File: config.mk
export PLATFORM = sky130hd
export DESIGN_NAME = s1_count_ctrl_flat
export DESIGN_NICKNAME = d
export VERILOG_FILES = /design/src/rtl/s1_ctrl_pkg.sv /design/src/rtl/s1_count_ctrl_if.sv /design/src/rtl/s1_sync_counter.sv /design/src/rtl/s1_count_ctrl.sv /design/src/flat_wrapper.sv
export SDC_FILE = /design/constraint.sdc
export NUM_CORES = 1
export LEC_CHECK = 0
export BUFFER_PORTS_ARGS = -buffer_cell sky130_fd_sc_hd__buf_4
export CORE_UTILIZATION = 46
export DETAILED_ROUTE_END_ITERATION = 8
export GPL_ROUTABILITY_DRIVEN = 1
export PLACE_DENSITY = 0.7
export SKIP_LAST_GASP = 1
export SLEW_MARGIN = 10
export SYNTH_ARGS = -nofsm -noshare
export SYNTH_HDL_FRONTEND = slang
export SYNTH_SLANG_ARGS = --single-unit
File: constraint.sdc
create_clock -name clk -period 1.9 [get_ports clk]
set_clock_uncertainty 0.2 [all_clocks]
set_input_delay 0.095 -clock clk [delete_from_list [all_inputs] [get_ports clk]]
set_output_delay 0.095 -clock clk [all_outputs]
set_load 0.02 [all_outputs]
File: src/rtl/s1_ctrl_pkg.sv
// Shared types and constants for the s1 counter controller slice.
package s1_ctrl_pkg;

  localparam int WIDTH_DEFAULT = 4;

  typedef enum logic [1:0] {
    IDLE  = 2'd0,
    RUN   = 2'd1,
    PAUSE = 2'd2
  } state_t;

endpackage

File: src/rtl/s1_count_ctrl_if.sv
// Host-side control/status bundle of the programmable interval timer.
interface s1_count_ctrl_if
  import s1_ctrl_pkg::*;
#(
  parameter int WIDTH = WIDTH_DEFAULT
) ();

  logic             start;
  logic             stop;
  logic             pause;
  logic             periodic;
  logic [WIDTH-1:0] limit;
  logic [WIDTH-1:0] count;
  logic             busy;
  logic             done;

  modport master (
    output start, stop, pause, periodic, limit,
    input  count, busy, done
  );

  modport slave (
    input  start, stop, pause, periodic, limit,
    output count, busy, done
  );

endinterface

File: src/rtl/s1_sync_counter.sv
// Synchronous up-counter register with clear (dominant) and count enable.
module s1_sync_counter
  import s1_ctrl_pkg::*;
#(
  parameter int WIDTH = WIDTH_DEFAULT
) (
  input  logic             clk,
  input  logic             reset_n,
  input  logic             clr,
  input  logic             en,
  output logic [WIDTH-1:0] count
);

  logic [WIDTH-1:0] count_reg;

  always_ff @(posedge clk or negedge reset_n) begin
    if (!reset_n) begin
      count_reg <= '0;
    end else if (clr) begin
      count_reg <= '0;
    end else if (en) begin
      count_reg <= count_reg + WIDTH'(1);
    end
  end

  assign count = count_reg;

endmodule

File: src/rtl/s1_count_ctrl.sv
// Interval-timer sequencer: counts 0..limit, pulses done at terminal count,
// then stops (one-shot) or wraps (periodic); pause freezes, stop aborts.
module s1_count_ctrl
  import s1_ctrl_pkg::*;
#(
  parameter int WIDTH = WIDTH_DEFAULT
) (
  input  logic                  clk,
  input  logic                  reset_n,
  s1_count_ctrl_if.slave        bus
);

  state_t           state_reg;
  state_t           state_next;
  logic [WIDTH-1:0] limit_q;
  logic             periodic_q;
  logic             done_reg;
  logic             done_next;
  logic             busy_reg;
  logic             latch;
  logic             clr;
  logic             en;
  logic [WIDTH-1:0] count_val;

  s1_sync_counter #(
    .WIDTH (WIDTH)
  ) u_counter (
    .clk     (clk),
    .reset_n (reset_n),
    .clr     (clr),
    .en      (en),
    .count   (count_val)
  );

  always_comb begin
    state_next = state_reg;
    latch      = 1'b0;
    clr        = 1'b0;
    en         = 1'b0;
    done_next  = 1'b0;
    case (state_reg)
      IDLE: begin
        if (bus.start && !bus.stop) begin
          latch      = 1'b1;
          clr        = 1'b1;
          state_next = RUN;
        end
      end
      RUN: begin
        // Priority: stop, then pause, then terminal detection, then count.
        if (bus.stop) begin
          clr        = 1'b1;
          state_next = IDLE;
        end else if (bus.pause) begin
          state_next = PAUSE;
        end else if (count_val == limit_q) begin
          done_next = 1'b1;
          if (periodic_q) begin
            clr = 1'b1;
          end else begin
            state_next = IDLE;
          end
        end else begin
          en = 1'b1;
        end
      end
      PAUSE: begin
        // The resume edge only changes state; counting restarts one edge later.
        if (bus.stop) begin
          clr        = 1'b1;
          state_next = IDLE;
        end else if (!bus.pause) begin
          state_next = RUN;
        end
      end
      default: begin
        state_next = IDLE;
      end
    endcase
  end

  always_ff @(posedge clk or negedge reset_n) begin
    if (!reset_n) begin
      state_reg  <= IDLE;
      limit_q    <= '0;
      periodic_q <= 1'b0;
      done_reg   <= 1'b0;
      busy_reg   <= 1'b0;
    end else begin
      state_reg <= state_next;
      if (latch) begin
        limit_q    <= bus.limit;
        periodic_q <= bus.periodic;
      end
      done_reg <= done_next;
      busy_reg <= (state_next != IDLE);
    end
  end

  assign bus.count = count_val;
  assign bus.busy  = busy_reg;
  assign bus.done  = done_reg;

endmodule

File: src/flat_wrapper.sv
// flat-port wrapper written by rule: the top's interface ports become plain ports
module s1_count_ctrl_flat import s1_ctrl_pkg::*;
#(
  parameter int WIDTH = WIDTH_DEFAULT
)
  (clk, reset_n, bus_start, bus_stop, bus_pause, bus_periodic, bus_limit, bus_count, bus_busy, bus_done);
  s1_count_ctrl_if #(.WIDTH(WIDTH)) bus_i ();
  input  logic clk;
  input  logic reset_n;
  input wire logic [$bits(bus_i.start)-1:0] bus_start;
  input wire logic [$bits(bus_i.stop)-1:0] bus_stop;
  input wire logic [$bits(bus_i.pause)-1:0] bus_pause;
  input wire logic [$bits(bus_i.periodic)-1:0] bus_periodic;
  input wire logic [$bits(bus_i.limit)-1:0] bus_limit;
  output wire logic [$bits(bus_i.count)-1:0] bus_count;
  output wire logic [$bits(bus_i.busy)-1:0] bus_busy;
  output wire logic [$bits(bus_i.done)-1:0] bus_done;
  assign bus_i.start = bus_start;
  assign bus_i.stop = bus_stop;
  assign bus_i.pause = bus_pause;
  assign bus_i.periodic = bus_periodic;
  assign bus_i.limit = bus_limit;
  assign bus_count = bus_i.count;
  assign bus_busy = bus_i.busy;
  assign bus_done = bus_i.done;
  s1_count_ctrl #(.WIDTH(WIDTH)) u_core (.clk(clk), .reset_n(reset_n), .bus(bus_i));
endmodule
==> results.toml <==
[run_status]
status = "finished with violations"
violations = "negative setup slack"

[finish]
drive_gt1_share_pct = 39.8
n_fill_cell = 99
final_cells = 113
areaGrowthSynthToFinish_pct = 47.2
n_antenna_cell = 0
final_util_pct = 76.8
layout.cell_area.non_filler_um2 = 1050
register_area_um2 = 328
multiInputGateArea_um2 = 382
layout.nets = 110

[run]
drv_cap = 0

[drt]
wl_per_cell_um = 13.4
drt_iter0_drc = 7
antenna_left = 0
totalWireLength_um = 1520
drcViolationCount = 0
vias_per_cell = 5.23
vias = 591
dr.pass1.iters = 4

[worst_setup_path]
reg2reg_slack_ns = -0.02
worstReg2RegStart = "u_core.u_counter.count[1]"
crit_fanout = 4
crit_type = "flop to flop"
timing.rr.end = "u_core.u_counter.count[2]"
required_ns = 1.85
crit_path_start_kind = "flop"
crit_arrival_ns = 1.86
r2r_cells = 4
end_kind = "flop"

[clock_tree]
post_cts_buffers = 0
clock_latency_ns = 0.27
numClockSinks = 13
clk_path_buf_depth = 2
root_buffer = "clkbuf_4"
cts-htree-levels = 1
clk_pin_slew_ns = 0.08
cts_tree = "yes"
cts_buffers = 3

[die]
core.rowCount = 13
die_y_um = 41.4
start_util_pct = 52.2
dieWidth_um = 41.4
core_area_um2 = 1370
ios = 16
dieArea_um2 = 1710

[synthesis]
yosysWarnings = 0
syn_inst = 62
synth-seq-cells = 13
seq_area_frac_synth_pct = 45.6
synth_nets = 73
syn-cell-area_um2 = 713
ys_top_cells_by_area = "dfrtp_1 (46%), xor2_1 (7.4%), mux2_2 (6.3%)"
syn_avg_cell_area_um2 = 11.5
ys_types = 27
yosysTopAreaCell = "dfrtp_1"
synth_top_area_share_pct = 45.6

[hold_path]
whs_path_depth = 1
min_to = "u_core.limit_q[0]"
hp-start = "u_core.limit_q[0]"
hold_path_class = "flop to flop"

[timing]
post-route-period-util_pct = 101
final.min_clock_period_ns = 1.92
fin_ws_ns = -0.0156
rsz0062_at_grt = "yes"
hold_ws_ns = 0.338
max_freq_mhz = 522
setup_viol = 2
slew_violations = 0
hold_viol = 0
tightestPinTransition_ns = 0.578
max_slew_margin_pct = 61.3

[global_routing]
grt_pass1_wl_um = 2400
grt_max_degree = 14
overflow = 0
track_usage_pct = 22.5
grt_pass1_vias = 538
antenna_found_initial = 0

[power]
ir_drop_v = 0.000371
powerDensity_nw_per_um2 = 681
power.leakage_nw = 0.499

[placement]
portBuffers = 15
dp_slack_ns = -0.00546
gp_congestion = 0.790
dpl.cell_count = 99
placed_area_um2 = 912
dp.final_hpwl_um = 1050
-- cell usage after synthesis (all sizes together) --
cell    count
o21bai      1
a21oi       5
inv         4
o21ai       3
and2        1
o211ai      1
or3         2
nor2        1
nor4        2
and3        1
nand3       1
o311ai      2
nand2b      1
mux2        4
or4         1
o41ai       1
dfrtp      13
a22oi       2
buf         2
ha          1
o22ai       1
mux2i       2
xor2        6
nand2       3
nor4b       1
-- per-layer routing --
layer	wire (µm)	track usage [%]	share of wire, %	up-vias
met3	51	9.04	3.4	2
met1	697	27.6	46	279
met2	754	33.2	50	12
met4	12	12.9	0.79	0
li1	-	-	-	298
met5	0	0	0	-
-- power by group --
part / internal, mW / switching [mW] / leakage, nW
Clock: 0.0813 / 0.0933 / 0.0150
Sequential: 0.308 / 0.0244 / 0.165
Combinational: 0.107 / 0.101 / 0.318
-- critical path: stages, from the launching register on --
cell and delay [ns]:
dfrtp_2 0.44, xor2_2 0.15, or4_4 0.56, o311ai_4 0.28, a22oi_1 0.14
-- repair_timing --
| item | in CTS | in global routing |
|---|---|---|
| hold buffers | 10 | 0 |
| setup endpoints to repair | 2 | 5 |
| resized for setup | 0 | 2 |
| hold endpoints to repair | 22 | 0 |
| pin swaps | 0 | 1 |
-- cells in the final DEF (no fill, tap or decap) --
cell type and count:
o211ai_1 1, dfrtp_1 11, or4_4 1, nor4b_4 1, dfrtp_2 2, o311ai_4 1, clkbuf_1 1, ha_1 1
mux2i_1 2, and3_1 1, o21bai_1 1, mux2_2 4, a21oi_1 5, o21ai_0 3, o41ai_4 1, nand2b_1 1
nand2_1 3, and2_1 1, xor2_1 5, o311ai_1 1, o22ai_1 1, nand3_1 1, inv_1 4, buf_4 24
xor2_2 1, nor4_2 1, nor4_1 1, or3_1 2, dlygate4sd3_1 10, a22oi_1 2, nor2_1 1, clkbuf_4 3
-- stage by stage --
step / power [mW] / setup TNS, ns
floorplan: 0.442 / -0.0559
global placement: 0.513 / 0
detailed placement: 0.519 / -0.00608
CTS: 0.709 / -0.0255
global route: 0.759 / -0.146
finish: 0.715 / -0.0234
-- worst max-delay path by stage --
stage	from	to	depth (start not counted)
detailed placement	u_core.limit_q[1]	u_core.u_counter.count[3]	4
global route	u_core.u_counter.count[1]	u_core.u_counter.count[2]	4
floorplan	u_core.u_counter.count[1]	u_core.u_counter.count[2]	4
CTS	u_core.limit_q[1]	u_core.u_counter.count[3]	4
finish	u_core.u_counter.count[1]	u_core.u_counter.count[2]	4
global placement	u_core.limit_q[1]	u_core.u_counter.count[3]	4
-- cell families after synthesis --
family / Yosys count / share of synthesized area [%]
adders and majority gates: 1 / 1.75
muxes: 6 / 9.12
buffers and inverters: 6 / 3.51
and+or+nand+nor: 14 / 14.7
xor gates and xnor gates: 6 / 7.37
DFF: 13 / 45.6
AOI/OAI and AO/OA: 16 / 17.9
-- layout make-up --
type / instances / share of cell area, %
multi-input cells: 43 / 36.4
inverters: 4 / 1.43
flip-flops and latches: 13 / 31.2
well taps: 15 / 1.79
clock buffers: 4 / 2.50
repair buffers: 34 / 26.7
(Power assumes the default switching activity.)
